**src/rtl/arith_order_seq.sv**
```systemverilog
// rtl/arith_order_seq.sv - order/answer initiator between the program unit and the arithmetic controller
module arith_order_seq #(
    parameter int TIMEOUT_CYCLES = 255,
    parameter int TIMER_WIDTH    = 8
) (
    input  logic       clk,
    input  logic       resetn,
    input  logic       start_from_pu,
    input  logic [2:0] op_code_from_pu,
    input  logic       au_answer_from_au,
    input  logic       reg_b_sign_from_au,
    output logic       order_add_to_au,
    output logic       order_sub_to_au,
    output logic       order_mul_to_au,
    output logic       order_div_to_au,
    output logic       order_and_to_au,
    output logic       clear_a_to_au,
    output logic       busy_to_pu,
    output logic       done_to_pu,
    output logic       result_sign_to_pu,
    output logic       timeout_to_pu,
    output logic       div_overflow_to_pu,
    output logic       illegal_op_to_pu
);

    typedef enum logic [4:0] {
        S_IDLE  = 5'b00001,
        S_ISSUE = 5'b00010,
        S_WAIT  = 5'b00100,
        S_DONE  = 5'b01000,
        S_ABORT = 5'b10000
    } state_t;

    localparam logic [2:0] OP_ADD = 3'd0;
    localparam logic [2:0] OP_SUB = 3'd1;
    localparam logic [2:0] OP_MUL = 3'd2;
    localparam logic [2:0] OP_DIV = 3'd3;
    localparam logic [2:0] OP_AND = 3'd4;

    // Last WAIT cycle index; an answer arriving in this cycle still wins over the abort
    localparam logic [TIMER_WIDTH-1:0] TIMER_LAST = TIMER_WIDTH'(TIMEOUT_CYCLES - 1);

    state_t                 state;
    logic [2:0]             op_reg;
    logic [TIMER_WIDTH-1:0] timer;

    // Sequencer with registered outputs: each pulse is set on the edge entering its state
    // and cleared by the default on the following edge
    always_ff @(posedge clk or negedge resetn) begin
        if (!resetn) begin
            state              <= S_IDLE;
            op_reg             <= 3'd0;
            timer              <= '0;
            order_add_to_au    <= 1'b0;
            order_sub_to_au    <= 1'b0;
            order_mul_to_au    <= 1'b0;
            order_div_to_au    <= 1'b0;
            order_and_to_au    <= 1'b0;
            clear_a_to_au      <= 1'b0;
            busy_to_pu         <= 1'b0;
            done_to_pu         <= 1'b0;
            result_sign_to_pu  <= 1'b0;
            timeout_to_pu      <= 1'b0;
            div_overflow_to_pu <= 1'b0;
            illegal_op_to_pu   <= 1'b0;
        end else begin
            order_add_to_au    <= 1'b0;
            order_sub_to_au    <= 1'b0;
            order_mul_to_au    <= 1'b0;
            order_div_to_au    <= 1'b0;
            order_and_to_au    <= 1'b0;
            clear_a_to_au      <= 1'b0;
            done_to_pu         <= 1'b0;
            timeout_to_pu      <= 1'b0;
            div_overflow_to_pu <= 1'b0;
            illegal_op_to_pu   <= 1'b0;

            case (state)
                S_IDLE: begin
                    if (start_from_pu) begin
                        if (op_code_from_pu <= OP_AND) begin
                            op_reg          <= op_code_from_pu;
                            state           <= S_ISSUE;
                            busy_to_pu      <= 1'b1;
                            order_add_to_au <= (op_code_from_pu == OP_ADD);
                            order_sub_to_au <= (op_code_from_pu == OP_SUB);
                            order_mul_to_au <= (op_code_from_pu == OP_MUL);
                            order_div_to_au <= (op_code_from_pu == OP_DIV);
                            order_and_to_au <= (op_code_from_pu == OP_AND);
                        end else begin
                            illegal_op_to_pu <= 1'b1;
                        end
                    end
                end

                S_ISSUE: begin
                    // Answers seen here belong to an older operation and are dropped
                    timer <= '0;
                    state <= S_WAIT;
                end

                S_WAIT: begin
                    timer <= timer + 1'b1;
                    if (au_answer_from_au) begin
                        result_sign_to_pu <= reg_b_sign_from_au;
                        done_to_pu        <= 1'b1;
                        state             <= S_DONE;
                    end else if (timer == TIMER_LAST) begin
                        // A silent div stall means the controller gave up on quotient overflow
                        clear_a_to_au      <= 1'b1;
                        div_overflow_to_pu <= (op_reg == OP_DIV);
                        timeout_to_pu      <= (op_reg != OP_DIV);
                        state              <= S_ABORT;
                    end
                end

                S_DONE: begin
                    busy_to_pu <= 1'b0;
                    state      <= S_IDLE;
                end

                S_ABORT: begin
                    busy_to_pu <= 1'b0;
                    state      <= S_IDLE;
                end

                default: begin
                    busy_to_pu <= 1'b0;
                    state      <= S_IDLE;
                end
            endcase
        end
    end

endmodule

```
**config.mk**
```make
export PLATFORM = sky130hd
export DESIGN_NAME = arith_order_seq
export DESIGN_NICKNAME = d
export VERILOG_FILES = /design/src/rtl/arith_order_seq.sv
export SDC_FILE = /design/constraint.sdc
export NUM_CORES = 1
export LEC_CHECK = 0
export ABC_AREA = 1
export ABC_CLOCK_PERIOD_IN_PS = 2100
export CAP_MARGIN = 10
export CORE_MARGIN = 2
export CORE_UTILIZATION = 45
export DETAILED_ROUTE_END_ITERATION = 8
export GPL_ROUTABILITY_DRIVEN = 0
export PLACE_DENSITY = 0.74
export SYNTH_ARGS = -nofsm -noshare
export SYNTH_HDL_FRONTEND = slang
export SYNTH_SLANG_ARGS = --single-unit
```
**constraint.sdc**
```tcl
create_clock -name clk -period 2.1 [get_ports clk]
set_input_delay 0.42 -clock clk [delete_from_list [all_inputs] [get_ports clk]]
set_output_delay 0.42 -clock clk [all_outputs]
set_load 0.02 [all_outputs]
```
==> flow_metrics.tcl <==
set metrics [dict create \
    required_ns 1.68 \
    diodes 0 \
    dp_hpwl_mm 1.78 \
    critPathLaunch "busy_to_pu" \
    worstSetupEndpointType "output pin" \
    slew_headroom_pct 77.0 \
    firstDrtPassIters 4 \
    synth_top_family_by_area "simple AND/OR/NAND/NOR gates" \
    maxSlewViolCount 0 \
    cts_tree "yes" \
    critPathBufInv 1 \
    rsz0062_at_grt "false" \
    setup_violations 0 \
    n_fill_cell 238 \
    fin_skew_ns 0.00483 \
    fin_crit_sh_pct 82.3 \
    synth.area.top_cells "dfrtp_1 52%, nand2_1 15%, nor2_1 5.5%" \
    cts_hold_buffers 0 \
    status "finished, final reports clean" \
    arrival_ns 1.31 \
    power.leakage_nw 0.782 \
    max_stage_delay_ns 0.60 \
    grt_pass1_vias 1011 \
    avgSynthCellArea_um2 8.48 \
    cts.sinks 28 \
    synth_seq_cells 28 \
    synth_simple_gate_area_share_pct 35.5 \
    final_cells 207 \
    ys_seq_area_share_pct 54.5 \
    routedWlPerCell_um 10.9 \
    worst_pin_slew_ns 0.345 \
    grt.total_usage_pct 16.1 \
    crit_path_top_delay_cell "clkdlybuf4s50_1" \
    worst-r2r-setup-slack_ns 0.85 \
    p_seq_share_pct 48.8 \
    drc 0 \
    clockBufferDepth 2 \
    swShare_pct 31.8 \
    synthMuxAreaShare_pct 0 \
    netlist_area_mm2 0.00129 \
    critPathLaunchType "flip-flop" \
    synthDistinctLibCells 19 \
    clk_pin_slew_ns 0.14 \
    crit_chain "clkdlybuf4s50_1" \
    clkPwrFrac_pct 24.1 \
    drive_gt1_share_pct 11.9 \
    timing.rr.start "state[2]" \
    register_area_um2 702 \
    multiInputGateArea_um2 527 \
    syn_nets 162 \
    synth_compound_area_share_pct 2.72 \
    start_util_pct 47.1 \
    fmax_mhz 579 \
    wirelength_mm 2.25 \
    vias_per_cell 4.90 \
    layout.cells.most_common_list "50 x nand2_1, 27 x dfrtp_1, 19 x nor2_1, 19 x clkdlybuf4s50_1, 14 x inv_1" \
    ir_drop_mv 0.659 \
    drt-initial-drc-count 27 \
    synth-xor-area-share_pct 0.680 \
    worstSkewPairLatency_ns 0.33 \
    antenna_left 0 \
    nNetsFinal 187 \
    min_period_ns 1.73 \
    power_switching_w 0.000455 \
    numPortBuffers 19 \
    min-delay-path-class "input pin to async pin" \
    cpLargestDelayFamily "buffers and inverters" \
    grt_remaining_overflow 0 \
    cts_buffers 3 \
    clockRootBuffer "clkbuf_4" \
    final_common_cell "nand2_1" \
    cap_violations 0 \
    die_y_um 57.5 \
    setup_tns_ns 0 \
    hold_viol_final 0 \
    p_per_area_mw_per_mm2 905 \
    rows 19 \
    largest_register_ffs 8 \
    dp_cells 203 \
    grt_pass1_wl_mm 4.08 \
    syn_inst 152 \
    synthAdderAreaFrac_pct 1.94 \
    h-tree-depth 1 \
    cts_resized 0 \
    cp_max_fo 2 \
    antenna_found_initial 0 \
    yosys.area.top_type "dfrtp_1" \
    ys_warn_count 0 \
    power_frac_comb_pct 27.1 \
    crit_type "flip-flop to output pin" \
    cts_setup_buffers 0 \
    synth_top_area_share_pct 52.4 \
    die_width_um 57.5 \
    ios 20 \
    vias 1015 \
    dieArea_mm2 0.00331 \
    core-area_mm2 0.00273 \
    area_delta_synth_final_pct 22.4 \
    intPower_w 0.000974 \
    grt_max_degree 29 \
]
## cell families (layout without fill, tap and decap cells)
kind of cell / after synthesis / after routing
simple gates: 98 / 98
flops: 28 / 28
buf+inv: 16 / 40
compound gates: 7 / 7
fa+ha+maj: 2 / 2
xor+xnor: 1 / 1
## routing by layer
| layer | track usage (%) | wire (µm) | up-vias |
|---|---|---|---|
| met5 | 0 | 0 | - |
| met4 | 7.31 | 39 | 0 |
| met3 | 2.04 | 73 | 6 |
| met2 | 30.2 | 1220 | 13 |
| met1 | 17.8 | 923 | 478 |
| li1 | - | - | 518 |
## power groups by stage
stage                     registers, W  clock network [W]  logic (W)
after floorplan               0.000729                  0   0.000226
after global placement        0.000703                  0   0.000382
after detailed placement      0.000706                  0   0.000394
after CTS                     0.000695           0.000357   0.000395
after global routing          0.000707           0.000379   0.000444
final                         0.000697           0.000344   0.000388
## layout make-up
class                           instances  share of cell area (%)
Sequential cell                        28                    44.5
Multi-Input combinational cell        108                    33.4
Timing Repair Buffer                   20                    12.5
Inverter                               16                    3.81
Tap cell                               31                    2.46
Clock inverter                          1                    1.90
Clock buffer                            3                    1.43
## path summary, 6_finish.rpt
kind,endpoint,cells past startpoint
min in group clk,op_reg[1],2
hold / removal,timer[5],2
hold reg to reg,op_reg[1],2
setup reg to reg,op_reg[2],6
setup / recovery,busy_to_pu,1
max in group asynchronous,state[0],2
## through the flow
step	worst slack [ns]	util, %	hold WS [ns]	area, µm²	total power [W]
finish	0.372	57.7	0.439	1580	0.00143
global route	0.331	57.7	0.450	1580	0.00153
floorplan	1.02	-	0.124	1290	0.000955
global placement	0.553	55.8	0.467	1530	0.00108
detailed placement	0.494	55.8	0.473	1530	0.00110
CTS	0.351	57.7	0.442	1580	0.00145
## Yosys cell counts
library cell / count
nand2_2: 1
inv_2: 2
nand2_1: 50
o21ai_0: 7
ha_1: 2
nand3_1: 12
dfstp_2: 1
xor2_1: 1
nor2_2: 4
nand2_4: 1
or2_0: 1
nor3_2: 2
nand3_2: 3
dfrtp_1: 27
nor3_1: 2
nor2_1: 19
inv_1: 14
nor2_4: 2
nand3b_1: 1
(Power assumes the default switching activity.)
